File: config.mk
export PLATFORM = sky130hd
export DESIGN_NAME = window3x3_gen
export DESIGN_NICKNAME = d
export VERILOG_FILES = /design/src/rtl/window3x3_gen.sv
export SDC_FILE = /design/constraint.sdc
export NUM_CORES = 1
export LEC_CHECK = 0
export CORE_ASPECT_RATIO = 0.75
export CORE_MARGIN = 2
export CORE_UTILIZATION = 45
export CTS_CLUSTER_DIAMETER = 200
export DETAILED_ROUTE_END_ITERATION = 10
export PLACE_DENSITY = 0.62
export SYNTH_ARGS = -nofsm -noshare
export SYNTH_HDL_FRONTEND = slang
export SYNTH_SLANG_ARGS = --single-unit
File: constraint.sdc
create_clock -name clk -period 4.6 [get_ports clk]
set_input_delay 0.46 -clock clk [delete_from_list [all_inputs] [get_ports clk]]
set_output_delay 0.46 -clock clk [all_outputs]
set_load 0.02 [all_outputs]
File: src/rtl/window3x3_gen.sv
// window3x3_gen: streaming 3x3 neighbourhood generator for a raster pixel
// stream. Two line buffers hold the previous rows; a 3x3 register array
// shifts left on every accepted pixel and is flagged valid once the
// accepted pixel has a complete neighbourhood (col >= 2, row >= 2).
module window3x3_gen #(
  parameter int IMG_W = 64,
  parameter int IMG_H = 64,
  parameter int PIX_W = 4
) (
  input  logic                       clk,
  input  logic                       rst,
  input  logic                       in_valid,
  input  logic                       in_sof,
  input  logic [PIX_W-1:0]           in_pix,
  output logic                       win_valid,
  output logic [PIX_W-1:0]           p1,
  output logic [PIX_W-1:0]           p2,
  output logic [PIX_W-1:0]           p3,
  output logic [PIX_W-1:0]           p4,
  output logic [PIX_W-1:0]           p5,
  output logic [PIX_W-1:0]           p6,
  output logic [PIX_W-1:0]           p7,
  output logic [PIX_W-1:0]           p8,
  output logic [PIX_W-1:0]           p9,
  output logic [$clog2(IMG_W)-1:0]   out_x,
  output logic [$clog2(IMG_H)-1:0]   out_y,
  output logic                       frame_done
);

  localparam int XW = $clog2(IMG_W);
  localparam int YW = $clog2(IMG_H);
  localparam logic [XW-1:0] X_LAST = XW'(IMG_W - 1);
  localparam logic [YW-1:0] Y_LAST = YW'(IMG_H - 1);

  logic [XW-1:0] col_q, col_d;
  logic [YW-1:0] row_q, row_d;
  logic [XW-1:0] pos_x;
  logic [YW-1:0] pos_y;
  logic [XW-1:0] out_x_q, out_x_d;
  logic [YW-1:0] out_y_q, out_y_d;
  logic          win_valid_q, win_valid_d;
  logic          frame_done_q, frame_done_d;

  // window registers, index 0..8 maps to p1..p9
  logic [8:0][PIX_W-1:0] win_q, win_d;

  // line buffers: lb0 holds row-2, lb1 holds row-1, indexed by column
  logic [PIX_W-1:0] lb0_q [IMG_W];
  logic [PIX_W-1:0] lb1_q [IMG_W];
  logic [PIX_W-1:0] lb0_rd, lb1_rd;

  // start-of-frame overrides the counters so the accepted pixel is (0,0)
  always_comb begin
    pos_x  = in_sof ? '0 : col_q;
    pos_y  = in_sof ? '0 : row_q;
    lb0_rd = lb0_q[pos_x];
    lb1_rd = lb1_q[pos_x];
  end

  // next-state: counters, window shift, output flags
  always_comb begin
    col_d        = col_q;
    row_d        = row_q;
    win_d        = win_q;
    out_x_d      = out_x_q;
    out_y_d      = out_y_q;
    win_valid_d  = 1'b0;
    frame_done_d = 1'b0;
    if (in_valid) begin
      if (pos_x == X_LAST) begin
        col_d = '0;
        row_d = (pos_y == Y_LAST) ? '0 : pos_y + 1'b1;
      end else begin
        col_d = pos_x + 1'b1;
        row_d = pos_y;
      end
      win_d[0]     = win_q[1];
      win_d[1]     = win_q[2];
      win_d[2]     = lb0_rd;
      win_d[3]     = win_q[4];
      win_d[4]     = win_q[5];
      win_d[5]     = lb1_rd;
      win_d[6]     = win_q[7];
      win_d[7]     = win_q[8];
      win_d[8]     = in_pix;
      out_x_d      = pos_x - XW'(1);
      out_y_d      = pos_y - YW'(1);
      win_valid_d  = (pos_x >= XW'(2)) && (pos_y >= YW'(2));
      frame_done_d = (pos_x == X_LAST) && (pos_y == Y_LAST);
    end
  end

  // state registers with asynchronous reset
  always_ff @(posedge clk or posedge rst) begin
    if (rst) begin
      col_q        <= '0;
      row_q        <= '0;
      win_q        <= '0;
      out_x_q      <= '0;
      out_y_q      <= '0;
      win_valid_q  <= 1'b0;
      frame_done_q <= 1'b0;
    end else begin
      col_q        <= col_d;
      row_q        <= row_d;
      win_q        <= win_d;
      out_x_q      <= out_x_d;
      out_y_q      <= out_y_d;
      win_valid_q  <= win_valid_d;
      frame_done_q <= frame_done_d;
    end
  end

  // line buffers roll one row down on every accept; contents are never reset
  always_ff @(posedge clk) begin
    if (in_valid) begin
      lb0_q[pos_x] <= lb1_rd;
      lb1_q[pos_x] <= in_pix;
    end
  end

  assign win_valid  = win_valid_q;
  assign frame_done = frame_done_q;
  assign out_x      = out_x_q;
  assign out_y      = out_y_q;
  assign p1 = win_q[0];
  assign p2 = win_q[1];
  assign p3 = win_q[2];
  assign p4 = win_q[3];
  assign p5 = win_q[4];
  assign p6 = win_q[5];
  assign p7 = win_q[6];
  assign p8 = win_q[7];
  assign p9 = win_q[8];

endmodule

[Word level (Yosys, flattened, before mapping)]
Memories as Yosys holds them, arrays and structs flattened. A register that Yosys moved wholly into a read port is not among the register bits.
Cells that the tools add are included.
Word-level totals
  bits in writable memories: 512
  register bits: 58
  memories: 2
  latch bits: 0
  ROM bits: 0
  output and inout port bits: 50
Cells by class
  shifts and indexed selects: 0
  equality and inequality tests: 2
  reduce and logical (&&, ||, !) cells: 2
  magnitude comparators: 2
  $add $sub $neg: 4
  multipliers: 0
  bitwise gates (word level): 0
  divide/modulo/power cells: 0
  muxes and demuxes: 9
Memory list
  lb0_q: depth 64, bits a word 4, read ports 1, clocked after memory_dff 1, wr ports 1, RTL line 48  | logic [PIX_W-1:0] lb0_q [IMG_W];
  lb1_q: depth 64, bits a word 4, read ports 1, clocked after memory_dff 0, wr ports 1, RTL line 49  | logic [PIX_W-1:0] lb1_q [IMG_W];
Operator list (number)
  6-bit 2-to-1 mux: 5
  6-bit by 1-bit adder with 6-bit output (second input constant): 2
  6-bit equality test (second input constant): 2
  6-bit by 2-bit greater-or-equal comparator with 1-bit output (second input constant): 2
  6-bit by 1-bit subtractor with 6-bit output (second input constant): 2
  1-bit 2-to-1 mux: 4
  1-bit logical AND: 2

[Longest topological paths before layout]
Gate-level depths: netlist (run 1).
  word-level depth: 4
  mapped depth: 12

[Worst setup path after synthesis (run 1)]
No wires, ideal clock.
  path type: input to register
  start point: input port in_sof
  end point: register win_q, in the netlist p6[3]
  path slack: 1.068 ns
  data arrival time: 3.398 ns
  stages on the path: 9
  path buffers: 4
  setup time: 0.134 ns
  cells stage by stage: buf_4 -> buf_2 -> buf_4 -> buf_6 -> a22oi_2 -> o211ai_1 -> a2111oi_2 -> nand4_1 -> mux2_2
Between the ends
  longest elaborated chain between the ends: 2
RTL lines
  start: declaration: RTL line 13  | input logic in_sof,
  6-bit 2-to-1 mux: RTL line 54  | pos_x = in_sof ? '0 : col_q;
  memory read 64 x 4 bit
  via lb1_rd[3]: RTL line 50  | logic [PIX_W-1:0] lb0_rd, lb1_rd;
  end signal: assignment: RTL line 106  | win_q <= win_d;
  end: declaration: RTL line 45  | logic [8:0][PIX_W-1:0] win_q, win_d;
The timed path passes the listed nets, and every way through them passes these cells.
A chain may end at the register's enable or synchronous reset.

[Final worst setup path (run 1)]
  start point: register col_q[2]
  end point: memory lb1_q[3][3] (enable)
Between the ends
  longest elaborated chain between the ends: 1
RTL lines
  start: declaration: RTL line 35  | logic [XW-1:0] col_q, col_d;
  start signal: assignment: RTL line 104  | col_q <= col_d;
  6-bit 2-to-1 mux: RTL line 54
  end: declaration: RTL line 49
No other way between the ends.

==> results.toml, run 1 <==
[synth]
synth_compound_area_share_pct = 10.3
syn_nets = 1501
ys_seq_area_share_pct = 72.6
synthDistinctLibCells = 76
ys_warn_count = 0
synth-edff-count = 512
synth_top_area_share_pct = 66.0
synth_cells = 1487
synth_xor_area_share_pct = 0.226
synth_fa_ha_area_share_pct = 0.322
ys_seq_elements = 574
async_flop_share_pct = 10.8
synthTopCellsByCount = "512 x edfxtp_1, 127 x mux2i_1, 123 x nor2_1, 62 x dfrtp_1, 53 x a21oi_1"
synthFlopType = "edfxtp_1"
synthMuxAreaShare_pct = 7.94
synth-simple-area-share_pct = 5.89
synth_top_family_by_area = "compound AO/OA/AOI/OAI gates"
synth_most_common_cell = "edfxtp_1"
syn_area_per_cell_um2 = 15.7
synthesis.area_um2 = 23300
synth.area.top_cells = "edfxtp_1 66%, dfrtp_1 6.7%, mux2i_1 5.5%"
yosys.area.top_type = "edfxtp_1"

[sta]
hold_ws_ns = 0.375
rsz0062_at_grt = "false"
finalCriticalPeriod_ns = 4.24
fmax_mhz = 236
maxSlewViolCount = 0
period_share_pct = 92.1
tns_ns = 0
skew_ns = 0.0305
finalSetupViolations = 0
slew_headroom_pct = 22.0
worst_slew_pin_slew_ns = 1.16
hold_viol_final = 0

[layout]
final.fill_count = 4264
multi_input_area_um2 = 5790
diodes = 0
drive_above_1_share_pct = 15.1
final_area_um2 = 26500
area_delta_synth_final_pct = 13.7
layout.nets = 1607
regArea_um2 = 16900

[cts]
cts.sinks = 574
ctsLongestPathBuffers = 3
hold_buffers = 0
clkTransAtPathRegs_ns = 0.07
htreeDepth = 2
post_cts_buffers = 0
cts_tree = "yes"
insertion_delay_ns = 0.60
clockRootBuffer = "clkbuf_16"
cts-buffers-inserted = 52
cts_resized = 0

[route]
wl_per_cell_um = 31.5
totalWireLength_um = 72200
vias_per_cell = 6.43
ant_nets = 0
drtIter0Drc = 2668
vias = 14700
drc_errors = 0
first_pass_iters = 6

[setup_path]
worst_path_largest_cell_delay_ns = 1.05
reg2reg_slack_ns = 0.36
cp_data_arrival_time_ns = 4.46
criticalPathCategory = "flip-flop to flip-flop"
cp_slowest_cell = "nor2_1"
cp_top_family = "simple AND/OR/NAND/NOR gates"
cp.buffers_inverters = 1
start_kind = "flip-flop"
critPathCaptureType = "flip-flop"
cp_data_required_time_ns = 4.82
path_cells = "buf_4 -> nor3b_1 -> nand3_1 -> nor2_1"
cp_max_fo = 33

[floorplan]
num_rows = 72
start_util_pct = 45.4
die_h_um = 201
ios = 58
die-area_um2 = 53600
core_um2 = 51300
die_x_um = 267

[power_and_ir_drop]
p_per_area_nw_per_um2 = 456
ir_drop_mv = 0.296
p_leak_nw = 8.82

[global_route]
grt_pass1_wl_um = 104000
antenna_found_initial = 1
grt_max_degree = 80
track_usage_pct = 26.9
grt-ovfl-total = 0
grt_pass1_vias = 14100

[run]
max_cap_viol_count = 0

[place]
port_buffers = 57
globalplace.congestion = 0.989
post-dp-hpwl_um = 47700
place_area_um2 = 24900

[run_status]
status = "finished clean"

[worst_hold_path]
hp-class = "primary input to flip-flop"
-- cell families after synthesis --
logic type,after synthesis
xor gates and xnor gates,6
DFF,574
and+or+nand+nor,279
muxes,178
buffers and inverters,115
AOI/OAI and AO/OA,329
adders and majority gates,6
-- routing by layer --
| metal | GRT usage [%] | vias to the layer above | part of all wire, % |
|---|---|---|---|
| met1 | 41.5 | 7448 | 43 |
| met4 | 7.02 | 2 | 2.7 |
| met5 | 0 | - | 0.022 |
| met3 | 8.16 | 145 | 14 |
| li1 | - | 6104 | - |
| met2 | 36.7 | 1048 | 41 |
-- cell type report --
class	count	area share, %
multi-input cells	798	21.8
flip-flops and latches	574	63.9
inverters	16	0.227
well taps	666	3.14
clock buffers	67	5.20
clock inverters	22	0.902
repair buffers	151	4.81
-- registers in the layout, summed over array words and instances, names as in the netlist, 6 cells and up --
register	flops
lb1_q	256
lb0_q	256
out_x	6
out_y	6
col_q	6
row_q	6
-- where the power goes --
part,leakage [nW],internal [mW],switching (mW),total (mW)
clock network,0.777,2.38,1.88,4.26
logic,2.70,0.574,1.15,1.72
registers,5.34,5.97,0.126,6.10
-- cells in the final DEF (no fill, tap or decap), types with 6 or more instances in the layout --
| master | instances |
|---|---|
| nor4_1 | 6 |
| nand3_1 | 17 |
| a211oi_1 | 15 |
| nand2b_1 | 6 |
| a2111oi_0 | 7 |
| o21ai_0 | 30 |
| a22o_1 | 26 |
| a21oi_1 | 53 |
| a22oi_1 | 31 |
| mux2_2 | 47 |
| nand2_1 | 46 |
| nor2_1 | 123 |
| edfxtp_1 | 512 |
| o221ai_1 | 12 |
| a31oi_1 | 9 |
| clkbuf_1 | 14 |
| mux2i_1 | 127 |
| a41oi_1 | 6 |
| dfrtp_1 | 59 |
| clkdlybuf4s50_1 | 51 |
| nand3b_1 | 17 |
| o22ai_1 | 41 |
| inv_1 | 12 |
| ha_1 | 6 |
| nor3_1 | 15 |
| a32oi_1 | 11 |
| o21a_1 | 8 |
| a2bb2oi_1 | 6 |
| o22a_1 | 9 |
| clkbuf_16 | 53 |
| buf_4 | 93 |
| a221oi_1 | 11 |
| nor2b_1 | 11 |
| a222oi_1 | 8 |
| o2bb2ai_1 | 12 |
| clkinv_1 | 10 |
| xnor2_1 | 6 |
-- worst reg2reg max path, delay by kind of cell (launching register included) --
kind          cells  cell delay, ns
simple gates      3            2.86
buf+inv           1            0.41
flops             1            0.60
-- stage by stage --
| stage | cells | power (mW) | utilization (%) | worst slack, ns |
|---|---|---|---|---|
| after floorplan | 1487 | 7.09 | - | 1.07 |
| after global placement | 2204 | 7.86 | 48.5 | 0.504 |
| after detailed placement | 2204 | 7.88 | 48.5 | 0.539 |
| after CTS | 2293 | 12.1 | 51.6 | 0.532 |
| after global routing | 2294 | 12.4 | 51.6 | 0.348 |
| final | 2294 | 12.1 | 51.6 | 0.363 |
-- final timing paths --
kind | from | to | cells past startpoint
worst max-delay path | col_q[2] | lb1_q[3][3] | 4
worst min-delay path | in_pix[2] | lb1_q[16][2] | 1
max in group asynchronous | rst | col_q[0] | 3
worst min register to register | p7[2] | p7[2] | 1
worst max register to register | col_q[2] | lb1_q[3][3] | 4
min in group asynchronous | rst | p3[0] | 2
Power figures use the tool's default switching activity.
==> run 2: changes to the inputs <==
--- a/config.mk
+++ b/config.mk
@@ -9,6 +9,7 @@
 export CORE_MARGIN = 2
 export CORE_UTILIZATION = 45
 export CTS_CLUSTER_DIAMETER = 200
+export CTS_CLUSTER_SIZE = 28
 export DETAILED_ROUTE_END_ITERATION = 10
 export PLACE_DENSITY = 0.62
 export SYNTH_ARGS = -nofsm -noshare
==> run 2 against run 1 <==
Net effect: die area unchanged; hold slack better by 0.0092 ns; wire length down 0.96%; cell area down 3.4%; power down 14%; setup slack worse by 0.10 ns; global-route usage down 0.42 points; combinational power about the same; first-iteration DRC count down 8.6%.
==> results.toml, run 2 (synthesis results as in run 1) <==
[route]
drc_errors = 0
drtIter0Drc = 2439
first_pass_iters = 8
vias = 14600
wl_per_cell_um = 31.8
vias_per_cell = 6.49
ant_nets = 0
totalWireLength_um = 71500

[setup_path]
cp_slowest_cell = "nor2_1"
criticalPathCategory = "flip-flop to flip-flop"
cp_data_required_time_ns = 4.82
cp_data_arrival_time_ns = 4.56
cp_max_fo = 33
path_cells = "buf_4 -> nor3b_1 -> nand3_1 -> nor2_1"
start_kind = "flip-flop"
critPathCaptureType = "flip-flop"
worst_path_largest_cell_delay_ns = 1.05

[global_route]
grt_pass1_wl_um = 103000
grt_pass1_vias = 13800
grt_max_degree = 80
antenna_found_initial = 0
track_usage_pct = 26.5
grt-ovfl-total = 0

[floorplan]
die_h_um = 201
die-area_um2 = 53600
core_um2 = 51300
ios = 58
num_rows = 72
die_x_um = 267
start_util_pct = 45.4

[place]
post-dp-hpwl_um = 47700
port_buffers = 57
globalplace.congestion = 0.989
place_area_um2 = 24900

[layout]
final.fill_count = 4374
area_delta_synth_final_pct = 9.83
final_area_um2 = 25600
regArea_um2 = 16900
layout_common_cells = "512 x edfxtp_1, 127 x mux2i_1, 123 x nor2_1, 93 x buf_4, 59 x dfrtp_1"
multi_input_area_um2 = 5790
biggestRegsByFlops = "lb0_q x256, lb1_q x256"
layout.nets = 1579
final_common_cell = "edfxtp_1"
diodes = 0
drive_above_1_share_pct = 13.1

[sta]
tns_ns = 0
hold_viol_final = 0
hold_ws_ns = 0.384
slew_headroom_pct = 15.2
finalSetupViolations = 0
fmax_mhz = 230
maxSlewViolCount = 0
period_share_pct = 94.4
finalCriticalPeriod_ns = 4.34
worst_slew_pin_slew_ns = 1.26
skew_ns = 0.0277
rsz0062_at_grt = "false"

[power_and_ir_drop]
p_per_area_nw_per_um2 = 408
ir_drop_mv = 0.312
p_leak_nw = 8.38

[worst_hold_path]
hp-class = "primary input to flip-flop"

[cts]
ctsLongestPathBuffers = 3
cts-buffers-inserted = 24
cts_tree = "yes"
cts.sinks = 574
cts_resized = 0
post_cts_buffers = 0
htreeDepth = 1
insertion_delay_ns = 0.60
hold_buffers = 0
clkTransAtPathRegs_ns = 0.12
clockRootBuffer = "clkbuf_16"

[run]
max_cap_viol_count = 0

[run_status]
status = "finished clean"
## run 2: cell types whose count changed in the layout (fill, tap and decap cells not counted), sizes merged
cell / change
bufinv: -5
clkbuf: -24
clkinv: -13
clkinvlp: -2
inv: -1
## run 2: layer usage
metal,GRT usage [%],part of all wire (%),vias up
met5,0,0,-
met4,6.26,2.6,0
met3,7.32,14,113
met2,36.6,41,1080
met1,41.2,42,7391
li1,-,-,6009
## run 2: report_power, final
group / leakage [nW] / switching (mW) / internal (mW) / total [mW]
logic: 2.70 / 1.15 / 0.574 / 1.72
registers: 5.34 / 0.124 / 5.97 / 6.09
clock network: 0.337 / 1.58 / 1.05 / 2.63
## run 2: critical path: cells and delay by family, from the launching register on
family | cells | cell delay, ns
and+or+nand+nor | 3 | 2.90
DFF | 1 | 0.63
buffers and inverters | 1 | 0.41
## run 2: area by class of cell
| class | instances | area share [%] |
|---|---|---|
| sequential | 574 | 66.2 |
| multi-input combinational | 798 | 22.6 |
| timing repair buffer | 151 | 4.98 |
| tap | 666 | 3.26 |
| clock buffer | 43 | 2.71 |
| inverter | 16 | 0.235 |
| clock inverter | 1 | 0.0636 |
## run 2: worst paths after layout
path	startpoint	end	slack [ns]	cells after the start
max	col_q[2]	lb1_q[3][2]	0.26	4
min	in_pix[2]	lb1_q[16][2]	0.38	1
max reg2reg	col_q[2]	lb1_q[3][2]	0.26	4
min reg2reg	p7[2]	p7[2]	0.52	1
max in group asynchronous	rst	col_q[0]	3.32	3
min in group asynchronous	rst	p3[3]	0.40	2
## run 2: per-stage QoR
stage,instances,power (mW),setup slack (ns),util [%]
6_report,2249,10.4,0.259,49.8
5_1_grt,2249,10.7,0.327,49.8
4_1_cts,2248,10.4,0.507,49.8
3_5_place_dp,2204,7.88,0.539,48.5
3_3_place_gp,2204,7.86,0.504,48.5
2_1_floorplan,1487,7.09,1.07,-
